`config.mk`:
```
export PLATFORM = sky130hd
export DESIGN_NAME = mem_sweep_ctrl_flat
export DESIGN_NICKNAME = d
export VERILOG_FILES = /design/src/rtl/mem_sweep_pkg.sv /design/src/rtl/mem_sweep_if.sv /design/src/rtl/mem_sweep_ctrl.sv /design/src/flat_wrapper.sv
export SDC_FILE = /design/constraint.sdc
export NUM_CORES = 1
export LEC_CHECK = 0
export ABC_AREA = 1
export CORE_MARGIN = 1
export CORE_UTILIZATION = 35
export DETAILED_ROUTE_END_ITERATION = 10
export GPL_TIMING_DRIVEN = 1
export PLACE_DENSITY_LB_ADDON = 0.1
export SLEW_MARGIN = 25
export SYNTH_ARGS = -nofsm -noshare
export SYNTH_HDL_FRONTEND = slang
export SYNTH_SLANG_ARGS = --single-unit
```
`constraint.sdc`:
```
create_clock -name clk -period 1.2 [get_ports clk]
set_clock_uncertainty 0.05 [all_clocks]
set_input_delay 0.24 -clock clk [delete_from_list [all_inputs] [get_ports clk]]
set_output_delay 0.24 -clock clk [all_outputs]
set_load 0.02 [all_outputs]
```
`src/rtl/mem_sweep_pkg.sv`:
```
// Shared types and default widths for the mem_sweep write/readback sequencer
// and the e6s4 memory wrapper.
package mem_sweep_pkg;

    localparam int unsigned MEM_ADDR_W = 2;
    localparam int unsigned MEM_DATA_W = 2;

    typedef enum logic [1:0] {
        FILL    = 2'd0,
        RD_ADDR = 2'd1,
        RD_CAP  = 2'd2,
        RD_OUT  = 2'd3
    } state_t;

endpackage

```
`src/rtl/mem_sweep_if.sv`:
```
// Bundle of the upstream bit stream, memory pins and downstream readback
// handshake for mem_sweep_ctrl. Optional macro: MEM_SWEEP_PARITY_EN adds
// out_parity.
interface mem_sweep_if
    import mem_sweep_pkg::*;
#(
    parameter int unsigned ADDR_W = MEM_ADDR_W,
    parameter int unsigned DATA_W = MEM_DATA_W
);
    logic              in_valid;
    logic              in_bit;
    logic              in_ready;
    logic [ADDR_W-1:0] mem_address;
    logic              mem_din;
    logic              mem_wr;
    logic [DATA_W-1:0] mem_dout;
    logic              out_valid;
    logic [DATA_W-1:0] out_data;
    logic [ADDR_W-1:0] out_addr;
    logic              out_ready;
    logic              busy;
`ifdef MEM_SWEEP_PARITY_EN
    logic              out_parity;
`endif

    // Sequencer side
    modport slave (
        input  in_valid, in_bit, mem_dout, out_ready,
        output in_ready, mem_address, mem_din, mem_wr,
        output out_valid, out_data, out_addr, busy
`ifdef MEM_SWEEP_PARITY_EN
        , output out_parity
`endif
    );

    // Environment side: bit source, memory and readback sink
    modport master (
        output in_valid, in_bit, mem_dout, out_ready,
        input  in_ready, mem_address, mem_din, mem_wr,
        input  out_valid, out_data, out_addr, busy
`ifdef MEM_SWEEP_PARITY_EN
        , input out_parity
`endif
    );

endinterface

```
`src/rtl/mem_sweep_ctrl.sv`:
```
// Write/readback sequencer for the bit-addressed e6s4 memory: fills every
// address from a serial bit stream, then sweeps all addresses and returns
// each Dout word over a valid/ready handshake.
// Optional macro: MEM_SWEEP_PARITY_EN adds an even-parity bit on readback.
module mem_sweep_ctrl
    import mem_sweep_pkg::*;
#(
    parameter int unsigned ADDR_W = MEM_ADDR_W,
    parameter int unsigned DATA_W = MEM_DATA_W
) (
    input logic       clk,
    input logic       rst,
    mem_sweep_if.slave bus
);

    localparam logic [ADDR_W-1:0] LAST = '1;

    state_t            state;
    logic [ADDR_W-1:0] wr_ptr;
    logic [ADDR_W-1:0] rd_ptr;
    logic [ADDR_W-1:0] mem_address_q;
    logic              mem_din_q;
    logic              mem_wr_q;
    logic              out_valid_q;
    logic [DATA_W-1:0] out_data_q;
    logic [ADDR_W-1:0] out_addr_q;
`ifdef MEM_SWEEP_PARITY_EN
    logic              out_parity_q;
`endif

    // Sequencer FSM with registered memory pins and readback registers
    always_ff @(posedge clk or posedge rst) begin
        if (rst) begin
            state         <= FILL;
            wr_ptr        <= '0;
            rd_ptr        <= '0;
            mem_address_q <= '0;
            mem_din_q     <= 1'b0;
            mem_wr_q      <= 1'b0;
            out_valid_q   <= 1'b0;
            out_data_q    <= '0;
            out_addr_q    <= '0;
`ifdef MEM_SWEEP_PARITY_EN
            out_parity_q  <= 1'b0;
`endif
        end else begin
            case (state)
                FILL: begin
                    mem_wr_q <= 1'b0;
                    if (bus.in_valid) begin
                        mem_address_q <= wr_ptr;
                        mem_din_q     <= bus.in_bit;
                        mem_wr_q      <= 1'b1;
                        if (wr_ptr == LAST) begin
                            wr_ptr <= '0;
                            state  <= RD_ADDR;
                        end else begin
                            wr_ptr <= wr_ptr + 1'b1;
                        end
                    end
                end
                RD_ADDR: begin
                    // Entered straight from FILL the final write is still on
                    // the pins, so spend one extra cycle presenting the read
                    // address; from RD_OUT the address was set on entry.
                    mem_address_q <= rd_ptr;
                    mem_wr_q      <= 1'b0;
                    if (!mem_wr_q) begin
                        state <= RD_CAP;
                    end
                end
                RD_CAP: begin
                    out_data_q   <= bus.mem_dout;
                    out_addr_q   <= rd_ptr;
                    out_valid_q  <= 1'b1;
`ifdef MEM_SWEEP_PARITY_EN
                    out_parity_q <= ^bus.mem_dout;
`endif
                    state        <= RD_OUT;
                end
                RD_OUT: begin
                    if (out_valid_q && bus.out_ready) begin
                        out_valid_q <= 1'b0;
                        mem_wr_q    <= 1'b0;
                        if (rd_ptr == LAST) begin
                            rd_ptr <= '0;
                            state  <= FILL;
                        end else begin
                            rd_ptr        <= rd_ptr + 1'b1;
                            mem_address_q <= rd_ptr + 1'b1;
                            state         <= RD_ADDR;
                        end
                    end
                end
                default: state <= FILL;
            endcase
        end
    end

    assign bus.in_ready    = (state == FILL);
    assign bus.busy        = (state != FILL);
    assign bus.mem_address = mem_address_q;
    assign bus.mem_din     = mem_din_q;
    assign bus.mem_wr      = mem_wr_q;
    assign bus.out_valid   = out_valid_q;
    assign bus.out_data    = out_data_q;
    assign bus.out_addr    = out_addr_q;
`ifdef MEM_SWEEP_PARITY_EN
    assign bus.out_parity  = out_parity_q;
`endif

endmodule
```
`src/flat_wrapper.sv`:
```
// flat-port wrapper written by rule: the top's interface ports become plain ports
module mem_sweep_ctrl_flat import mem_sweep_pkg::*;
#(
    parameter int unsigned ADDR_W = MEM_ADDR_W,
    parameter int unsigned DATA_W = MEM_DATA_W
)
  (clk, rst, bus_in_valid, bus_in_bit, bus_mem_dout, bus_out_ready, bus_in_ready, bus_mem_address, bus_mem_din, bus_mem_wr, bus_out_valid, bus_out_data, bus_out_addr, bus_busy);
  mem_sweep_if #(.ADDR_W(ADDR_W), .DATA_W(DATA_W)) bus_i ();
  input logic clk;
  input logic rst;
  input wire logic [$bits(bus_i.in_valid)-1:0] bus_in_valid;
  input wire logic [$bits(bus_i.in_bit)-1:0] bus_in_bit;
  input wire logic [$bits(bus_i.mem_dout)-1:0] bus_mem_dout;
  input wire logic [$bits(bus_i.out_ready)-1:0] bus_out_ready;
  output wire logic [$bits(bus_i.in_ready)-1:0] bus_in_ready;
  output wire logic [$bits(bus_i.mem_address)-1:0] bus_mem_address;
  output wire logic [$bits(bus_i.mem_din)-1:0] bus_mem_din;
  output wire logic [$bits(bus_i.mem_wr)-1:0] bus_mem_wr;
  output wire logic [$bits(bus_i.out_valid)-1:0] bus_out_valid;
  output wire logic [$bits(bus_i.out_data)-1:0] bus_out_data;
  output wire logic [$bits(bus_i.out_addr)-1:0] bus_out_addr;
  output wire logic [$bits(bus_i.busy)-1:0] bus_busy;
  assign bus_i.in_valid = bus_in_valid;
  assign bus_i.in_bit = bus_in_bit;
  assign bus_i.mem_dout = bus_mem_dout;
  assign bus_i.out_ready = bus_out_ready;
  assign bus_in_ready = bus_i.in_ready;
  assign bus_mem_address = bus_i.mem_address;
  assign bus_mem_din = bus_i.mem_din;
  assign bus_mem_wr = bus_i.mem_wr;
  assign bus_out_valid = bus_i.out_valid;
  assign bus_out_data = bus_i.out_data;
  assign bus_out_addr = bus_i.out_addr;
  assign bus_busy = bus_i.busy;
  mem_sweep_ctrl #(.ADDR_W(ADDR_W), .DATA_W(DATA_W)) u_core (.clk(clk), .rst(rst), .bus(bus_i));
endmodule
```
# Word level (Yosys, flattened, before mapping)
# Cells that the tools add are included.
# W data, S select, Z words.
# op_classes
mux	16
n_eq_ne	10
n_addsub	2
reduce_logical	11
# op_table
op	count
$mux W2	9
$eq A2 B2 Y1 const B	4
$pmux W2 S4	1
$reduce_and A2 Y1	4
$reduce_and A4 Y1	2
$ne A2 B2 Y1 const B	3
$pmux W2 S3	1
$add A2 B1 Y2 const B	2
$ne A2 B1 Y1 const B	2
$reduce_bool A2 Y1	2
$mux W1	3
$pmux W1 S3	1
$reduce_bool A3 Y1	1
$eq A2 B1 Y1 const B	1
$logic_not A2 Y1	1
$pmux W1 S2	1
$logic_and A1 B1 Y1	1
# word_totals
register_bits	15
elab_cells	48
out_inout_bits	11
inputBits	7

# Logic depth before layout (Yosys ltp)
# depth
depth_word	4
ltp_mapped	8

# Worst setup path after synthesis
# No wires, ideal clock.
# synth_timing
path_type	register to register
from	register u_core.state[0]
to	register u_core.state[0]
arrival_ns	1.231
synth_period_minus_slack_ns	1.404
required_ns	1.027
path_slack_ns	-0.204
n_path_buf	0
stages_incl_launch_ff	7
path_cell_list	dfrtp_1 -> inv_1 -> ha_1 -> inv_1 -> nand3_1 -> nand2_1 -> nand2_1
# synth_between
elab_chain_len	3
# synth_lines
element	line	rtl
from (decl)	mem_sweep_ctrl.sv:18	state_t state;
from (signal assigned)	mem_sweep_ctrl.sv:34	state <= FILL;
from (signal assigned)	mem_sweep_ctrl.sv:56	state <= RD_ADDR;
from (signal assigned)	mem_sweep_ctrl.sv:69	state <= RD_CAP;
$logic_not A2 Y1 *	n/a	
named net bus_in_ready	flat_wrapper.sv:15	output wire logic [$bits(bus_i.in_ready)-1:0] bus_in_ready;
$ne A2 B1 Y1 (no source line) or $ne A2 B2 Y1 (tied branches)	n/a	
$reduce_and A4 Y1 (no source line)	n/a	
# Mark *: on every way through the listed nets, which the timed path passes. The rest lies on a longest branch.
# A chain may end at the register's enable or synchronous reset.

# Worst setup path in the final report
# layout_timing
from	register u_core.state[0]
to	output bus_in_ready
# layout_between
elab_chain_len	1
# layout_lines
element	line	rtl
$logic_not A2 Y1	mem_sweep_ctrl.sv:100	assign bus.in_ready = (state == FILL);
to (decl)	flat_wrapper.sv:15	
# Every way passes these cells.

==> impl_metrics.json <==
{
  "fin_crit_sh_pct": 114.2,
  "dp_cells": 169,
  "wl_per_cell_um": 11.18,
  "synth_xor_area_share_pct": 0,
  "synth_fa_ha_area_share_pct": 12.08,
  "viasPerCell": 4.520,
  "grt_pass1_vias": 792,
  "switching_share_pct": 46.61,
  "syn_inst": 108,
  "routed-via-count": 782,
  "core_area_um2": 2212,
  "cts_tree": "done",
  "synthMuxAreaShare_pct": 0,
  "arrival_ps": 1080,
  "p_sw_mw": 1.731,
  "insertion_delay_ps": 290,
  "worstSetupEndpointType": "primary output",
  "seq_power_share_pct": 24.4,
  "synth_top_family_by_area": "simple AND/OR/NAND/NOR gates",
  "grt_usage_pct": 17.10,
  "nNetsFinal": 161,
  "r2r-start": "u_core.state[0]",
  "fin_crit_ps": 1370,
  "netlist.area_leader.share_pct": 45.32,
  "utilization_pct": 57.81,
  "power_density_nw_per_um2": 2905,
  "ioPinCount": 18,
  "violations": "negative setup slack",
  "ff2ff_path_depth": 6,
  "place_ws_ps": -285.0,
  "grt_pass1_wl_um": 3222,
  "crit_chain": "inv_2 -> ha_4 -> buf_2",
  "die_w_um": 50.65,
  "areaGrowthSynthToFinish_pct": 54.38,
  "setup_viol": 10,
  "synth_cell_type_count": 13,
  "diodes": 0,
  "drtAntennaViolNets": 0,
  "synthSimpleGateAreaFrac_pct": 28.40,
  "drive_gt1_share_pct": 39.31,
  "ys_seq_area_share_pct": 45.32,
  "critPathMaxStageDelay_ps": 420,
  "cp_max_fo": 3,
  "holdWs_ps": 188.0,
  "synth_area_um2": 828.3,
  "antenna_found_initial": 0,
  "worstSetupPathType": "reg2out",
  "cts_sinks": 15,
  "fmax_mhz": 729.9,
  "instances_no_fill": 173,
  "die_area_um2": 2565,
  "rsz0062_at_grt": "true",
  "post_cts_buffers": 0,
  "wl_um": 1934,
  "fin_ws_ps": -170.0,
  "grt_max_degree": 16,
  "cp-start-kind": "register",
  "drv_cap": 0,
  "io_buffers": 17,
  "timing.slew.headroom_pct": 85.90,
  "comb_power_share_pct": 67.3,
  "ys_warn_count": 0,
  "yosysTopAreaCell": "dfrtp_1",
  "synth_compound_area_share_pct": 7.402,
  "start_util_pct": 37.44,
  "place_hpwl_um": 1369,
  "tns_ps": -863.2,
  "drt_iter0_drc": 3,
  "drc_errors": 0,
  "ir_worst_vdd_uv": 1428,
  "place_congestion": 0.8406,
  "p_leak_nw": 0.6774,
  "synth_area_leaders": "dfrtp_1 45%, nand2_1 22%, ha_1 12%",
  "fp.dieH_um": 50.65,
  "ys_ff_latch": 15,
  "place_area_um2": 1187,
  "reg2reg_slack_ps": -130,
  "avgSynthCellArea_um2": 7.669,
  "grt_overflow": 0,
  "hold_viol": 0,
  "cts_buffers": 3,
  "slowest_stage": "dfrtp_2",
  "ctsRootBufferMaster": "clkbuf_4",
  "critical_path_required_ps": 910,
  "final_area_um2": 1279,
  "htreeDepth": 1,
  "cts_buffer_depth": 2,
  "status": "finished with violations",
  "power_mw": 3.715,
  "internal_power_mw": 1.983,
  "firstDrtPassIters": 4,
  "worst_slew_pin_slew_ps": 211.5,
  "clkPwrFrac_pct": 8.3,
  "syn-num-nets": 123,
  "slew_violations": 0,
  "r2r-end": "u_core.state[0]",
  "hold_path_class": "in2async",
  "clkTransAtPathRegs_ps": 100,
  "rows": 17
}
==> area by class of cell <==
class | instances | area, um2
clock buffer | 4 | 26.28
fill | 211 | 933.4
inverter | 15 | 56.30
multi-input combinational | 78 | 530.5
sequential | 15 | 376.6
tap | 28 | 35.03
timing repair buffer | 33 | 254.0
==> critical path: cells and delay by family (launching register included) <==
family | cells | cell delay [ps]
buf+inv | 2 | 230
fa+ha+maj | 1 | 140
flops | 1 | 420
==> Yosys cell counts <==
master,n
nand2_1,49
dfrtp_1,15
inv_1,14
ha_1,8
o21ai_0,7
nand3_1,5
nor2_2,3
nor2_1,2
a21oi_1,1
inv_2,1
o21bai_1,1
o22ai_1,1
o31ai_1,1
==> timing repair <==
action                                  CTS  global route
gates resized for setup                  63            10
endpoints found under the setup margin   24            17
pin swaps                                 7             5
hold endpoints to repair                  0             0
hold buffers                              0             0
==> placed cells by master (no fill, tap or decap), types with 2 or more instances in the layout <==
cell type / instances
nand2_1: 40
buf_4: 15
dfrtp_1: 14
inv_1: 10
buf_2: 10
clkdlybuf4s50_1: 6
inv_2: 5
nand2_4: 5
nand3_1: 5
nand2_2: 4
ha_4: 4
o21ai_0: 3
ha_1: 3
clkbuf_4: 3
o21ai_2: 2
nor2_4: 2
nor2_2: 2
o21ai_1: 2
==> routing by layer <==
metal / vias to the layer above / GRT usage, % / share of wire (%)
li1: 410 / - / -
met1: 352 / 19.81 / 46
met2: 13 / 28.22 / 48
met3: 7 / 3.636 / 3.4
met4: 0 / 11.11 / 2.7
met5: - / 0 / 0
==> cell families after synthesis <==
family          count (synthesis)
compound gates                 11
simple gates                   59
fa+ha+maj                       8
flops                          15
buf+inv                        15
==> sequential cells by signal, summed over array words and instances, names as in the netlist <==
register / flops
u_core.state: 2
u_core.wr_ptr: 2
u_core.bus.out_data: 2
u_core.bus.mem_address: 2
u_core.bus.out_addr: 2
u_core.bus.out_valid: 1
u_core.bus.mem_wr: 1
u_core.rd_ptr: 2
u_core.bus.mem_din: 1
==> worst max-delay path by stage <==
stage / start / end / depth (start not counted)
2_1_floorplan: u_core.state[1] / u_core.state[0] / 7
3_3_place_gp: u_core.state[1] / bus_busy / 4
3_5_place_dp: u_core.state[0] / bus_in_ready / 3
4_1_cts: u_core.state[0] / bus_in_ready / 3
6_report: u_core.state[0] / bus_in_ready / 3
5_1_grt: u_core.state[1] / bus_busy / 4
==> power by group through the flow <==
stage / registers, mW / clock network (mW) / logic, mW
global route: 0.934 / 0.328 / 2.77
finish: 0.905 / 0.310 / 2.50
CTS: 0.906 / 0.317 / 2.37
global placement: 0.914 / 0 / 2.22
detailed placement: 0.917 / 0 / 2.26
floorplan: 1.13 / 0 / 1.06
Power figures use the tool's default switching activity.
